$ cat config.mk
export PLATFORM = sky130hd
export DESIGN_NAME = serial_adder_ctrl
export DESIGN_NICKNAME = d
export VERILOG_FILES = /design/src/rtl/serial_adder_ctrl.sv
export SDC_FILE = /design/constraint.sdc
export NUM_CORES = 1
export LEC_CHECK = 0
export CAP_MARGIN = 30
export CORE_UTILIZATION = 46
export DETAILED_ROUTE_END_ITERATION = 8
export PLACE_DENSITY = 0.71
export SYNTH_ARGS = -nofsm -noshare
export SYNTH_HDL_FRONTEND = slang
export SYNTH_SLANG_ARGS = --single-unit
export TNS_END_PERCENT = 30
$ cat constraint.sdc
create_clock -name clk -period 2.14 [get_ports clk]
set_input_delay 0.642 -clock clk [delete_from_list [all_inputs] [get_ports clk]]
set_output_delay 0.642 -clock clk [all_outputs]
set_load 0.05 [all_outputs]
$ cat src/rtl/serial_adder_ctrl.sv
// Bit-serial add/subtract sequencer: one shared full adder, LSB first,
// one bit per clock, with sum, carry-out and signed overflow on completion.

module full_adder (
    input  logic a,
    input  logic b,
    input  logic cin,
    output logic s,
    output logic cout
);
    assign s    = a ^ b ^ cin;
    assign cout = (a & b) | (cin & (a ^ b));
endmodule

module serial_adder_ctrl #(
    parameter int WIDTH = 8,
    parameter int CNT_W = $clog2(WIDTH)
) (
    input  logic             clk,
    input  logic             rst,
    input  logic             start,
    input  logic             sub,
    input  logic [WIDTH-1:0] a,
    input  logic [WIDTH-1:0] b,
    output logic             busy,
    output logic             done,
    output logic [WIDTH-1:0] sum,
    output logic             cout,
    output logic             ovf
);
    typedef enum logic [1:0] {
        S_IDLE,
        S_SHIFT,
        S_DONE
    } state_t;

    localparam logic [CNT_W-1:0] LAST = CNT_W'(WIDTH - 1);
    localparam logic [CNT_W-1:0] PRE  = CNT_W'(WIDTH - 2);

    state_t           state;
    logic [WIDTH-1:0] op_a;
    logic [WIDTH-1:0] op_b;
    logic [WIDTH-1:0] res_sr;
    logic [CNT_W-1:0] cnt;
    logic             carry;
    logic             c_msb_in;
    logic             fa_s;
    logic             fa_c;

    full_adder u_fa (
        .a    (op_a[0]),
        .b    (op_b[0]),
        .cin  (carry),
        .s    (fa_s),
        .cout (fa_c)
    );

    always_ff @(posedge clk or posedge rst) begin
        if (rst) begin
            state    <= S_IDLE;
            op_a     <= '0;
            op_b     <= '0;
            res_sr   <= '0;
            cnt      <= '0;
            carry    <= 1'b0;
            c_msb_in <= 1'b0;
            busy     <= 1'b0;
            done     <= 1'b0;
            sum      <= '0;
            cout     <= 1'b0;
            ovf      <= 1'b0;
        end else begin
            unique case (state)
                S_IDLE: begin
                    done <= 1'b0;
                    if (start) begin
                        // Subtract as a + ~b + 1: carry-in supplies the +1
                        op_a  <= a;
                        op_b  <= sub ? ~b : b;
                        carry <= sub;
                        cnt   <= '0;
                        busy  <= 1'b1;
                        state <= S_SHIFT;
                    end
                end
                S_SHIFT: begin
                    res_sr <= {fa_s, res_sr[WIDTH-1:1]};
                    op_a   <= op_a >> 1;
                    op_b   <= op_b >> 1;
                    carry  <= fa_c;
                    cnt    <= cnt + 1'b1;
                    if (cnt == PRE) begin
                        c_msb_in <= fa_c;
                    end
                    if (cnt == LAST) begin
                        sum   <= {fa_s, res_sr[WIDTH-1:1]};
                        cout  <= fa_c;
                        ovf   <= c_msb_in ^ fa_c;
                        busy  <= 1'b0;
                        done  <= 1'b1;
                        state <= S_DONE;
                    end
                end
                S_DONE: begin
                    done  <= 1'b0;
                    state <= S_IDLE;
                end
                default: begin
                    busy  <= 1'b0;
                    done  <= 1'b0;
                    state <= S_IDLE;
                end
            endcase
        end
    end
endmodule

### After elaboration in Yosys (flattened, before gate mapping)

Cells that the tools add are included.

* ROM bits: 0
* register bits: 43
* RAM bits: 0
* latch bits: 0
* memories: 0
* output and inout port bits: 12

* magnitude comparators: 0
* bitwise gates (word level): 8
* mux-type cells: 17
* reductions and logical operators: 7
* div/mod/pow operators: 0
* $mul: 0
* shift-type cells: 0
* $add $sub $neg: 1
* equality and inequality tests: 6

Operators by type and width (number)
* 8-bit one-hot mux with 2 select lines: 2
* 8-bit two-way mux: 3
* 8-bit inverter: 1
* 2-bit AND reduction: 4
* 3-bit equality test, second input constant: 2
* 3-bit one-hot mux with 2 select lines: 1
* 1-bit two-way mux: 5
* 2-bit two-way mux: 2
* 2-bit inequality test, second input constant: 2
* 2-bit one-hot mux with 2 select lines: 1
* 3-bit by 1-bit adder with 3-bit output, second input constant: 1
* 3-bit two-way mux: 1
* 1-bit one-hot mux with 3 select lines: 1
* 3-bit AND reduction: 1
* 1-bit XOR: 3
* 1-bit AND: 2
* 2-bit by 1-bit equality test with 1-bit output, second input constant: 1
* 2-bit equality test, second input constant: 1
* 2-bit logical NOT: 1
* 1-bit one-hot mux with 2 select lines: 1
* 2-bit nonzero test: 1
* 1-bit inverter: 1
* 1-bit bitwise OR: 1

### Longest topological paths before layout

* depth after elaboration: 4
* gate-level depth with buffers: 6

### By module

A second synthesis with hierarchy kept.

* cells, all modules: 168
* area, all modules: 1873.0 um^2

Modules (own cells, without submodules)
* serial_adder_ctrl: cells each 167, area each 1853.0 um^2, seq. area each 1051.0 um^2, instances 1
* full_adder: cells each 1, area each 20.0 um^2, seq. area each 0.0 um^2, instances 1

### Worst setup path before layout

No wires, ideal clock.

* path type: register to register
* start: register cnt[0]
* end: register cout
* setup time: 0.125 ns
* setup slack: 0.557 ns
* stages on the path, launching flop included: 6
* period minus slack after synthesis: 1.583 ns
* arrival time: 1.459 ns
* path through: dfrtp_1 -> ha_1 -> ha_1 -> nand3b_1 -> buf_2 -> mux2_2

* cells in the longest elaborated chain, start to end: 2

Ends and longest elaborated chain
* start: declaration: line 44 `logic [CNT_W-1:0] cnt;`
* start signal: assignment: line 91 `cnt <= cnt + 1'b1;`
* 3-bit equality test: line 95 `if (cnt == LAST) begin`
* 2-bit AND reduction (no source line)
* end signal: assignment: line 70 `cout <= 1'b0;`
* end signal: assignment: line 97 `cout <= fa_c;`
* end: declaration: line 28 `output logic cout,`

Every way passes these cells.
A chain may end at the register's enable or synchronous reset.

### Final worst setup path

* start: register busy
* end: output port busy

RTL lines
* start: declaration: line 25 `output logic busy,`
* start signal: assignment: line 67 `busy <= 1'b0;`
* start signal: assignment: line 82 `busy <= 1'b1;`
* start signal: assignment: line 99 `busy <= 1'b0;`

No word-level cell between the ends.

==> results.txt <==
Min-Delay Path Depth: 2
global-route wire length before repair: 5989 um
syn nets: 192
initial drt markers: 78
CTS Sinks: 42
power density over the cells: 1377 nW/um^2
layout cell share with drive strength beyond 1: 14.36%
R2R Setup Slk: 0.36 ns
GP Congestion: 0.7400
WL per Instance: 13.93 um
crit-path max cell delay: 0.80 ns
leakage dissipation: 0.001098 uW
syn_area_per_cell: 11.12 um^2
RSZ-0062 raised after global routing: false
slowest CP cell: clkdlybuf4s50_1
largest net degree at the start of global routing: 43
Req. time, crit path: 1.50 ns
Hold Path Origin: op_a[4]
Post-Syn Area: 1868 um^2
count of cell types in the netlist: 27
depth of the CTS H-tree: 2
number of global-route vias before repair: 1,338
Rows: 22
initial antenna violation count: 0
clk_lat worst skew: 0.29 ns
Inst Count DP: 242
# port buffers: 31
reg2reg end: sum[3]
Max Buffers Root-to-Sink: 2
DIE AREA: 4320 um^2
fin nets: 225
Starting Density: 49.54%
Overall Global Routing Usage: 18.79%
CP bufs+invs: 1
Clock Skew: 0.002722 ns
Worst Tran Pin Value: 0.6622 ns
outcome: finished clean
core area: 3771 um^2
diode count: 0
Ports: 32
endpoints failing hold: 0
Non-Filler Instances: 250
Slew Viols, Final: 0
Hold WC Path Type: reg -> reg
die width: 65.73 um
cells resized by post-CTS repair: 0
Root Driver: clkbuf_8
Antenna Nets Post-Route: 0
Area Overhead vs Synth: 24.78%
worst path arrival time: 1.45 ns
register area share after synthesis: 56.26%
CTS tree: built
Total Wirelength: 3482 um
CTS Buf Count: 5
worst-path cell chain: clkdlybuf4s50_1
Clk pin slew, worst setup/hold paths: 0.07 ns
#FFs+latches synth: 42
Crit path max-delay family: buffers and inverters
Worst Hold Endpoint: op_a[4]
hold_buf cts: 0
Setup crit end kind: primary output
Slew Limit Headroom: 55.76%
most frequent cells in the layout: dfrtp_1, nand2_1, clkdlybuf4s50_1
number of remaining DRC errors: 0
final setup fails: 0
MaxCap Viol Count: 0
FF-to-FF Start: cnt[0]
DRT Pass-1 Iters: 4
Max Fclk: 478.8 MHz
Max IR drop VDD: 0.0005280 V
FILL cells: 323
Ys Warns: 0
die span in y: 65.73 um
Cells after Synth: 168
Final min period: 2.088 ns
period utilization: 97.59%
commonest non-fill, non-tap cell in the layout: dfrtp_1
CP Launch Type: flip-flop
Via-to-Cell Ratio: 5.332
Crit Path Class: reg -> out
DP HPWL: 2445 um
Setup TNS: 0 ns
Worst Path Max Fanout: 2
grt total ovfl: 0
Post-CTS Setup Bufs: 0
R2R depth: 4
via count: 1,333
==> logic make-up (layout without fill, tap and decap cells) <==
logic type               after synthesis  after routing  synth area share (%)
XOR/XNOR                               9              9                 4.220
flip-flops                            42             42                 56.26
adder cells (fa/ha/maj)                4              4                 3.081
AO/OA/AOI/OAI                         33             33                 12.26
multiplexers                          10             10                 6.028
AND/OR/NAND/NOR                       54             54                 14.33
buffers and inverters                 16             50                 3.818
==> how the worst max path moves through the flow <==
stage / start / to / slack (ns) / depth (start not counted)
after floorplan: rst / busy / 0.52 / 1
after global placement: sub / op_b[1] / 0.15 / 3
after detailed placement: sub / op_b[6] / 0.09 / 3
after CTS: cout / cout / 0.04 / 1
after global routing: sum[7] / sum[7] / 0.01 / 1
final: busy / busy / 0.05 / 1
==> final cells by class <==
type	count	area, um^2	share of cell area (%)
Timing Repair Buffer	37	345.3	14.81
Multi-Input combinational cell	110	745.7	31.99
Sequential cell	42	1051	45.09
Clock buffer	8	110.1	4.724
Inverter	5	18.77	0.8052
Tap cell	48	60.06	2.576
==> per-layer routing <==
metal	vias to the layer above	track usage, %	share of wire (%)
li1	640	-	-
met1	656	22.56	46
met2	32	32.02	49
met3	5	5.208	4.4
met4	0	6.522	1.3
met5	-	0	0
==> synth_stat cells <==
master	n	share of area, %
a21oi_1	1	0.27
nand3b_1	1	0.40
ha_1	3	2.0
nor3b_2	1	0.67
nor2_1	2	0.40
nor3b_1	7	2.8
o21bai_1	1	0.40
xor2_1	8	3.8
xnor2_1	1	0.47
nand2_1	32	6.4
a221o_1	7	3.8
mux2_2	10	6.0
clkbuf_1	4	0.80
a22o_1	3	1.4
and2_1	8	2.7
dfrtp_1	42	56
buf_2	6	1.6
nor2b_1	1	0.34
nand2b_1	1	0.34
o21ai_0	11	2.9
buf_4	1	0.40
o22ai_1	1	0.34
a2bb2oi_1	1	0.47
nand3_1	1	0.27
fa_1	1	1.1
a31oi_1	8	2.7
inv_1	5	1.0
==> per-stage QoR <==
stage	hold WS, ns	power [uW]	setup slack (ns)	area, um^2	util, %
after global routing	0.5150	3435	0.01237	2331	61.81
after detailed placement	0.4659	2652	0.08972	2221	58.89
after CTS	0.4829	3238	0.04303	2331	61.81
final	0.4772	3209	0.05155	2331	61.81
after floorplan	0.4418	2253	0.5236	1868	-
after global placement	0.4529	2593	0.1516	2221	58.89
==> sequential cells by signal (all words and copies together), names as in the netlist <==
signal,cells
op_a,8
op_b,8
sum,8
res_sr,7
cnt,3
state,2
busy,1
c_msb_in,1
carry,1
cout,1
done,1
ovf,1
==> power breakdown <==
group / switching [uW] / internal (uW)
logic: 771 / 548
registers: 203 / 1100
clock network: 256 / 326
Power figures use the tool's default switching activity.
